--- src/rtl/lb_depth_feeder_pkg.sv ---
// Shared configuration for the RGB-D front end: datapath widths, line-buffer depth,
// and the feeder state encoding used by lb_depth_feeder.
package RgbdVoConfigPk;

  localparam int H_SIZE_BW     = 12;
  localparam int V_SIZE_BW     = 12;
  localparam int DATA_DEPTH_BW = 16;
  localparam int DATA_RGB_BW   = 24;
  localparam int LB_ROWS       = 64;

  typedef enum logic [1:0] {
    IDLE = 2'd0,
    RUN  = 2'd1,
    DONE = 2'd2
  } feeder_state_t;

endpackage

--- src/rtl/lb_depth_feeder_credit.sv ---
// Line-buffer row credit counter: starts full, -1 per admitted row, +1 per released row.
// A release that would exceed the buffer depth is dropped and latches a sticky error.
module lb_row_credit #(
  parameter int LB_ROWS   = 64,
  parameter int CREDIT_BW = 7
) (
  input  logic                 i_clk,
  input  logic                 i_rst_n,
  input  logic                 i_take,
  input  logic                 i_release,
  input  logic                 i_err_clr,
  output logic [CREDIT_BW-1:0] o_credits,
  output logic                 o_err
);

  localparam logic [CREDIT_BW-1:0] FULL = CREDIT_BW'(LB_ROWS);

  logic full;
  logic overflow;

  assign full     = (o_credits == FULL);
  // A take in the same cycle cancels the release, so it can never overflow.
  assign overflow = i_release && !i_take && full;

  always_ff @(posedge i_clk or negedge i_rst_n) begin
    if (!i_rst_n) begin
      o_credits <= FULL;
      o_err     <= 1'b0;
    end else begin
      if (i_take && !i_release) begin
        o_credits <= o_credits - CREDIT_BW'(1);
      end else if (i_release && !i_take && !full) begin
        o_credits <= o_credits + CREDIT_BW'(1);
      end
      // An overflow in the frame-start cycle still gets recorded.
      if (overflow) begin
        o_err <= 1'b1;
      end else if (i_err_clr) begin
        o_err <= 1'b0;
      end
    end
  end

endmodule

--- src/rtl/lb_depth_feeder.sv ---
// Raster feeder into the line-buffer writer port, gated per row by line-buffer credits.
// Optional build macro LB_FEEDER_STALL_CNT_EN adds a saturating credit-stall cycle counter.
module lb_depth_feeder
  import RgbdVoConfigPk::*;
#(
  parameter int LB_ROWS   = RgbdVoConfigPk::LB_ROWS,
  parameter int CREDIT_BW = 7
) (
  input  logic                     i_clk,
  input  logic                     i_rst_n,
  input  logic                     i_start,
  input  logic [H_SIZE_BW-1:0]     r_hsize,
  input  logic [V_SIZE_BW-1:0]     r_vsize,
  input  logic                     i_src_valid,
  input  logic [DATA_DEPTH_BW-1:0] i_src_depth,
  input  logic [DATA_RGB_BW-1:0]   i_src_data,
  output logic                     o_src_ready,
  input  logic                     i_row_release,
  output logic                     o_frame_start,
  output logic                     o_frame_end,
  output logic                     o_valid1,
  output logic [DATA_DEPTH_BW-1:0] o_depth1,
  output logic [DATA_RGB_BW-1:0]   o_data1,
  output logic [H_SIZE_BW-1:0]     o_idx1_x,
  output logic [V_SIZE_BW-1:0]     o_idx1_y,
  output logic                     o_busy,
`ifdef LB_FEEDER_STALL_CNT_EN
  output logic [15:0]              o_stall_cycles,
`endif
  output logic                     o_credit_err
);

  feeder_state_t        state, state_nxt;
  logic [H_SIZE_BW-1:0] x_cnt;
  logic [V_SIZE_BW-1:0] y_cnt;
  logic [CREDIT_BW-1:0] credits;
  logic                 start_frame;
  logic                 accept;
  logic                 row_take;
  logic                 last_x;
  logic                 last_y;

  assign start_frame = (state == IDLE) && i_start;
  // Admission is only gated at the row start; a started row always completes.
  assign o_src_ready = (state == RUN) && ((x_cnt != '0) || (credits != '0));
  assign accept      = i_src_valid && o_src_ready;
  assign row_take    = accept && (x_cnt == '0);
  assign last_x      = (x_cnt == r_hsize - H_SIZE_BW'(1));
  assign last_y      = (y_cnt == r_vsize - V_SIZE_BW'(1));
  assign o_busy      = (state == RUN);

  always_comb begin
    state_nxt = state;
    case (state)
      IDLE:    if (i_start) state_nxt = RUN;
      RUN:     if (accept && last_x && last_y) state_nxt = DONE;
      DONE:    state_nxt = IDLE;
      default: state_nxt = IDLE;
    endcase
  end

  always_ff @(posedge i_clk or negedge i_rst_n) begin
    if (!i_rst_n) begin
      state <= IDLE;
    end else begin
      state <= state_nxt;
    end
  end

  always_ff @(posedge i_clk or negedge i_rst_n) begin
    if (!i_rst_n) begin
      x_cnt <= '0;
      y_cnt <= '0;
    end else if (start_frame) begin
      x_cnt <= '0;
      y_cnt <= '0;
    end else if (accept) begin
      if (last_x) begin
        x_cnt <= '0;
        y_cnt <= last_y ? '0 : y_cnt + V_SIZE_BW'(1);
      end else begin
        x_cnt <= x_cnt + H_SIZE_BW'(1);
      end
    end
  end

  always_ff @(posedge i_clk or negedge i_rst_n) begin
    if (!i_rst_n) begin
      o_valid1      <= 1'b0;
      o_frame_start <= 1'b0;
      o_frame_end   <= 1'b0;
      o_depth1      <= '0;
      o_data1       <= '0;
      o_idx1_x      <= '0;
      o_idx1_y      <= '0;
    end else begin
      o_valid1      <= accept;
      o_frame_start <= accept && (x_cnt == '0) && (y_cnt == '0);
      o_frame_end   <= accept && last_x && last_y;
      if (accept) begin
        o_depth1 <= i_src_depth;
        o_data1  <= i_src_data;
        o_idx1_x <= x_cnt;
        o_idx1_y <= y_cnt;
      end
    end
  end

  lb_row_credit #(
    .LB_ROWS   (LB_ROWS),
    .CREDIT_BW (CREDIT_BW)
  ) u_credit (
    .i_clk     (i_clk),
    .i_rst_n   (i_rst_n),
    .i_take    (row_take),
    .i_release (i_row_release),
    .i_err_clr (start_frame),
    .o_credits (credits),
    .o_err     (o_credit_err)
  );

`ifdef LB_FEEDER_STALL_CNT_EN
  always_ff @(posedge i_clk or negedge i_rst_n) begin
    if (!i_rst_n) begin
      o_stall_cycles <= '0;
    end else if (start_frame) begin
      o_stall_cycles <= '0;
    end else if ((state == RUN) && i_src_valid && !o_src_ready && (o_stall_cycles != 16'hFFFF)) begin
      o_stall_cycles <= o_stall_cycles + 16'd1;
    end
  end
`endif

endmodule

--- config.mk ---
export PLATFORM = sky130hd
export DESIGN_NAME = lb_depth_feeder
export DESIGN_NICKNAME = d
export VERILOG_FILES = /design/src/rtl/lb_depth_feeder_pkg.sv /design/src/rtl/lb_depth_feeder_credit.sv /design/src/rtl/lb_depth_feeder.sv
export SDC_FILE = /design/constraint.sdc
export NUM_CORES = 1
export LEC_CHECK = 0
export BUFFER_PORTS_ARGS = -buffer_cell sky130_fd_sc_hd__buf_2
export CAP_MARGIN = 20
export CORE_ASPECT_RATIO = 0.6
export CORE_MARGIN = 3
export CORE_UTILIZATION = 48
export DETAILED_ROUTE_END_ITERATION = 6
export PLACE_DENSITY_LB_ADDON = 0.3
export SETUP_SLACK_MARGIN = 0.05
export SYNTH_ARGS = -nofsm -noshare
export SYNTH_HDL_FRONTEND = slang
export SYNTH_SLANG_ARGS = --single-unit
export TNS_END_PERCENT = 100
--- constraint.sdc ---
create_clock -name i_clk -period 2.72 [get_ports i_clk]
set_input_delay 0.272 -clock i_clk [delete_from_list [all_inputs] [get_ports i_clk]]
set_output_delay 0.272 -clock i_clk [all_outputs]
set_load 0.05 [all_outputs]
# Word level (Yosys, flattened, before mapping)
# Cells that the tools add are included.
[op_classes]
n_addsub = 6
reduce_logical = 26
n_eq_ne = 6
n_mux = 14
[op_table]
columns = ["op", "count"]
rows = [
  ["12-bit two-way mux", 7],
  ["12-bit by 1-bit adder with 12-bit output, second input constant", 2],
  ["12-bit equality test", 2],
  ["12-bit logical NOT", 2],
  ["12-bit by 1-bit subtractor with 12-bit output, second input constant", 2],
  ["7-bit two-way mux", 2],
  ["12-bit nonzero test", 1],
  ["1-bit logical AND", 11],
  ["2-bit nonzero test", 4],
  ["7-bit by 1-bit adder with 7-bit output, second input constant", 1],
  ["7-bit equality test, second input constant", 1],
  ["7-bit nonzero test", 1],
  ["7-bit by 1-bit subtractor with 7-bit output, second input constant", 1],
  ["2-bit two-way mux", 2],
  ["2-bit case mux with 2 select lines", 1],
  ["2-bit AND reduction", 2],
  ["1-bit logical NOT", 3],
  ["2-bit by 1-bit equality test with 1-bit output, second input constant", 1],
  ["2-bit logical NOT", 1],
  ["1-bit two-way mux", 2],
  ["2-bit by 1-bit != test with 1-bit output, second input constant", 1],
  ["2-bit != test, second input constant", 1],
  ["1-bit logical OR", 1],
]
[word_totals]
output_inout_bits = 70
input_bits = 69
reg_bits = 101
wordCells = 64

# Depth between registers and ports, before layout
[logic_depth]
word_depth = 10
ltp_mapped = 14
depth_no_buf = 14

# Modules after synthesis
# Synthesis repeated with hierarchy kept, for this count alone.
[unflattened]
cells_unflattened = 622
hier_area_um2 = 5327.6
[modules_own_cells]
columns = ["mod", "instances", "cells_each", "seq_area_each_um2", "area_each_um2"]
rows = [
  ["lb_depth_feeder", 1, 577, 2327.2, 4848.4],
  ["lb_row_credit", 1, 45, 201.4, 479.2],
]

# Least setup slack after synthesis
# OpenSTA, ideal clock, no wires.
[synth_timing]
path_type = "reg2reg"
startpoint = "reg state[1]"
endpoint = "reg u_credit.o_credits[6]"
path_stages_with_launch = 14
n_path_buf = 0
path_slack_ps = -313
required_time_ps = 2637
period_less_slack_ps = 3033
arrival_time_ps = 2950
cell_sequence = "dfrtp_1 nand2b_1 inv_1 o311ai_2 nor3_1 inv_1 fa_1 inv_1 a21o_1 a21oi_1 o21bai_1 a21o_1 mux2i_1 mux2i_1"
[synth_between]
elab_chain_len = 8
[synth_rtl]
columns = ["element", "line_no", "rtl"]
rows = [
  ["start: declaration", "lb_depth_feeder.sv:33", "feeder_state_t state, state_nxt;"],
  ["start signal: assignment", "lb_depth_feeder.sv:66", "state <= state_nxt;"],
  ["2-bit by 1-bit equality test with 1-bit output *", "n/a", ""],
  ["via o_busy", "lb_depth_feeder.sv:26", "output logic o_busy,"],
  ["1-bit logical AND *", "lb_depth_feeder.sv:45", "assign o_src_ready = (state == RUN) && ((x_cnt != '0) || (credits != '0));"],
  ["1-bit logical AND *", "lb_depth_feeder.sv:46", "assign accept = i_src_valid && o_src_ready;"],
  ["1-bit logical AND *", "lb_depth_feeder.sv:47", "assign row_take = accept && (x_cnt == '0);"],
  ["1-bit logical NOT", "lb_depth_feeder_credit.sv:32", "end else if (i_release && !i_take && !full) begin"],
  ["1-bit logical AND (2 in series)", "lb_depth_feeder_credit.sv:32", ""],
  ["2-bit nonzero test (no line)", "n/a", ""],
  ["end signal: assignment", "lb_depth_feeder_credit.sv:31", "o_credits <= o_credits - CREDIT_BW'(1);"],
  ["end signal: assignment", "lb_depth_feeder_credit.sv:33", "o_credits <= o_credits + CREDIT_BW'(1);"],
  ["end: declaration", "lb_depth_feeder_credit.sv:12", "output logic [CREDIT_BW-1:0] o_credits,"],
]
# Mark *: on every way through the listed nets, which the timed path passes. The rest lies on a longest branch.
# A chain may end at the register's enable or synchronous reset.

# Final worst setup path
[layout_timing]
startpoint = "reg x_cnt[8]"
endpoint = "reg u_credit.o_credits[6]"
[layout_between]
elab_chain_len = 9
[layout_rtl]
columns = ["element", "line_no", "rtl"]
rows = [
  ["start: declaration", "lb_depth_feeder.sv:34", "logic [H_SIZE_BW-1:0] x_cnt;"],
  ["start signal: assignment", "lb_depth_feeder.sv:82", "x_cnt <= x_cnt + H_SIZE_BW'(1);"],
  ["12-bit nonzero test", "lb_depth_feeder.sv:45", ""],
  ["1-bit logical OR", "lb_depth_feeder.sv:45", ""],
  ["1-bit logical AND", "lb_depth_feeder.sv:45", ""],
  ["1-bit logical AND", "lb_depth_feeder.sv:46", ""],
  ["1-bit logical AND *", "lb_depth_feeder.sv:47", ""],
  ["1-bit logical NOT", "lb_depth_feeder_credit.sv:32", ""],
  ["1-bit logical AND (2 in series)", "lb_depth_feeder_credit.sv:32", ""],
  ["2-bit nonzero test (no line)", "n/a", ""],
]
# Every way passes the cells marked *; elsewhere a longest branch is shown, timed or not.

==> out/qor.txt <==
combinational share of power: 0.362
largest net degree at the start of global routing: 44
Area growth syn-to-layout: 27.68%
WS Path Type: reg2reg
ANT cells: 0
DIE HEIGHT: 88.65 µm
later-pin clock latency in the skew report: 0.35 ns
Sw Share: 0.3681
CTS Sinks: 101
Clk network pwr share: 0.253
Area contributors post-synth: dfrtp_1 46%, mux2_2 13%, xnor2_1 3.7%
number of global-route vias before repair: 4,618
endpoints failing setup: 3
RR Endpoint: u_credit.o_credits[6]
die width: 143.7 µm
flop2flop setup slack: -0.27 ns
critical path required time: 2.98 ns
Post-Synth Adder-Cell Area: 0.03068
final routed wire length divided by cell count: 17.79 µm
min cycle time layout: 2.991 ns
sequential share of the synthesized area: 0.4628
Sw Pwr: 1794 µW
RSZ-0062 raised after global routing: true
total of max-cap violations: 0
Post-DP Area: 0.006594 mm²
Rel. slew slack: 0.6325
Initial Utilization: 0.5053
I/O pin total: 139
Slew @ Worst Pin: 0.5512 ns
Mean Syn Cell Area: 10.82 µm²
DR vias/cell: 5.733
setup ws final: -0.2713 ns
Layout Cells excl Fill: 817
Inserted Clock Buffers: 9
Final Cycle Share: 1.100
layout cells sized above 1: 0.4277
CP Capture Type: flop
placed cell count: 794
crit path from: x_cnt[8]
Final Cell Area: 0.006977 mm²
most frequent cell after synthesis: dfrtp_1
Reg power frac: 0.385
num rows: 29
clock root cell: clkbuf_16
total core area: 0.01081 mm²
post-synthesis mux area share: 0.1351
Post-synth EDFFs: 0
post-route ant nets: 0
post-synthesis compound-gate area fraction: 0.1127
H-tree levels: 3
first-pass GRT wire length: 23.38 mm
Worst-path clk slew: 0.07 ns
register bit count reported by yosys: 101
CTS max path bufs: 2
total power: 4874 µW
total track usage: 0.2337
final count of hold timing violations: 0
Crit path arrival time: 3.25 ns
syn nets: 586
total area of sequential cells: 0.002529 mm²
Fin Clk Skew: 0.008496 ns
first-pass iteration count of the detailed router: 5
drt drc: 0
Syn Std Cell Area: 0.005464 mm²
IO buf count: 138
commonest cells in the netlist: 100 x dfrtp_1, 62 x mux2_2, 25 x nor2_1
max-slew violations: 0
Total Wirelength: 14.54 mm
Yosys warnings: 0
initial drt markers: 332
Cell Pwr Density: 698.7 mW/mm²
Worst setup SP type: flop
CTS tree: done
failing checks: negative setup slack
Nets: 755
Cell variety after synth: 63
Die Outline Area: 0.01274 mm²
CP endpoint: u_credit.o_credits[6]
Finished Core Util: 0.6452
leakage power: 0.003400 µW
worst r2r src: x_cnt[8]
Cells after Synth: 505
initial antenna violation count: 0
cell taking the most area after synthesis: dfrtp_1
status: complete, but fails checks
hpwl dp: 10.83 mm
vias post-DR: 4,684
top-area cell type share of the netlist area: 0.4580
hold_ws: 0.1520 ns
Synth Flop Type: dfrtp_1
grt ovf: 0
Filler Cell Count: 869
Max Fanout on Critical Path: 4
XOR/XNOR share of the synthesized area: 0.06824
Synth Area in Simple Gates: 0.1520
Int Pwr: 3080 µW
Reg2Reg Depth: 13
main combinational cell family by area after synthesis: simple AND/OR/NAND/NOR gates
maximum vdd drop: 0.0004797 V
multi-input logic area: 0.002803 mm²
GPL Wtd Cong: 0.9263
fmax: 334.3 MHz
Worst Hold Class: in2reg
asr flop ratio synth: 1.000
## sequential cells by signal (all words and copies together), names as in the netlist
name	count
o_frame_end	1
u_credit.o_credits	7
u_credit.o_err	1
o_valid1	1
x_cnt	12
o_idx1_y	12
o_frame_start	1
o_depth1	16
o_data1	24
state	2
y_cnt	12
o_idx1_x	12
## worst min path at each step
stage,startpoint,endpoint,slack (ns),cells after the start
after global placement,i_rst_n,o_data1[9],0.30,1
after global routing,i_src_data[1],o_data1[1],0.14,2
after CTS,i_src_data[1],o_data1[1],0.14,2
after detailed placement,i_rst_n,o_data1[9],0.30,1
after floorplan,i_rst_n,o_data1[0],-0.02,0
final,i_src_data[0],o_data1[0],0.15,2
## placed cells by master, fill, tap and decap left out, types with 6 or more instances in the layout
cell       Yosys  layout
dfrtp_1      100     100
xor2_1        17      17
nor2_1        25      25
and3_1        10      10
nand3_1       12      12
nand2b_1       9       9
a211oi_1       6       6
mux2_2        62      61
xnor2_1       23      22
inv_1         19      16
ha_1          11      10
a21oi_1       11       7
nor4_1        11      10
a21o_1         8       8
buf_2          6     137
buf_4          0      46
or3_1          8       8
o21ai_0       14      12
clkbuf_16      0       9
nand4_1       12      12
a31oi_1        7       6
nor3_1        12      11
nand2_1       23      22
## timing repair
item                       4_1_cts  5_1_grt
hold buffers                     1        0
setup endpoints to repair        3       23
pin swaps                        1        1
hold endpoints to repair        41        0
setup buffers                    3        4
resized for setup                2       12
## power groups by stage
stage | sequential (µW) | clock [µW] | combinational [µW]
2_1_floorplan | 2300 | 0 | 700
3_3_place_gp | 1890 | 0 | 1620
3_5_place_dp | 1900 | 0 | 1680
4_1_cts | 1870 | 1270 | 1710
5_1_grt | 1910 | 1340 | 1890
6_report | 1880 | 1230 | 1760
## cell type report
| cell class | count | area share |
|---|---|---|
| flip-flops and latches | 101 | 0.3624 |
| clock buffers | 10 | 0.03425 |
| clock inverters | 5 | 0.006098 |
| repair buffers | 189 | 0.1598 |
| multi-input cells | 354 | 0.4017 |
| well taps | 139 | 0.02493 |
| inverters | 19 | 0.01076 |
## cell families (layout without fill, tap and decap cells)
| family | Yosys count | after routing |
|---|---|---|
| buf+inv | 50 | 223 |
| xor+xnor | 41 | 41 |
| mux | 66 | 66 |
| compound gates | 84 | 84 |
| flops | 101 | 101 |
| simple gates | 150 | 150 |
| fa+ha+maj | 13 | 13 |
## layer usage
layer	up-vias	GRT usage	part of all wire
met2	215	0.3451	0.44
met5	-	0	0
met1	2293	0.3417	0.46
met4	0	0.04444	0.0089
li1	2158	-	-
met3	18	0.07505	0.091
## metrics by stage
stage	setup TNS (ns)	setup WS (ns)
floorplan	-0.03630	-0.01979
global route	-0.6438	-0.2576
CTS	-0.01988	-0.01497
finish	-0.4288	-0.2713
global placement	0	0.09808
detailed placement	-0.1441	-0.1115
## critical path: stages, from the launching register on
cell and delay [ns]:
dfrtp_1 0.40, nor4_2 0.30, nand4_1 0.16, buf_6 0.17, o311ai_4 0.30, nor3_4 0.10
buf_12 0.15, ha_4 0.22, a21o_1 0.17, a21oi_2 0.17, o21bai_1 0.09, a21o_1 0.23
mux2i_1 0.28, mux2i_1 0.14
Power figures use the tool's default switching activity.
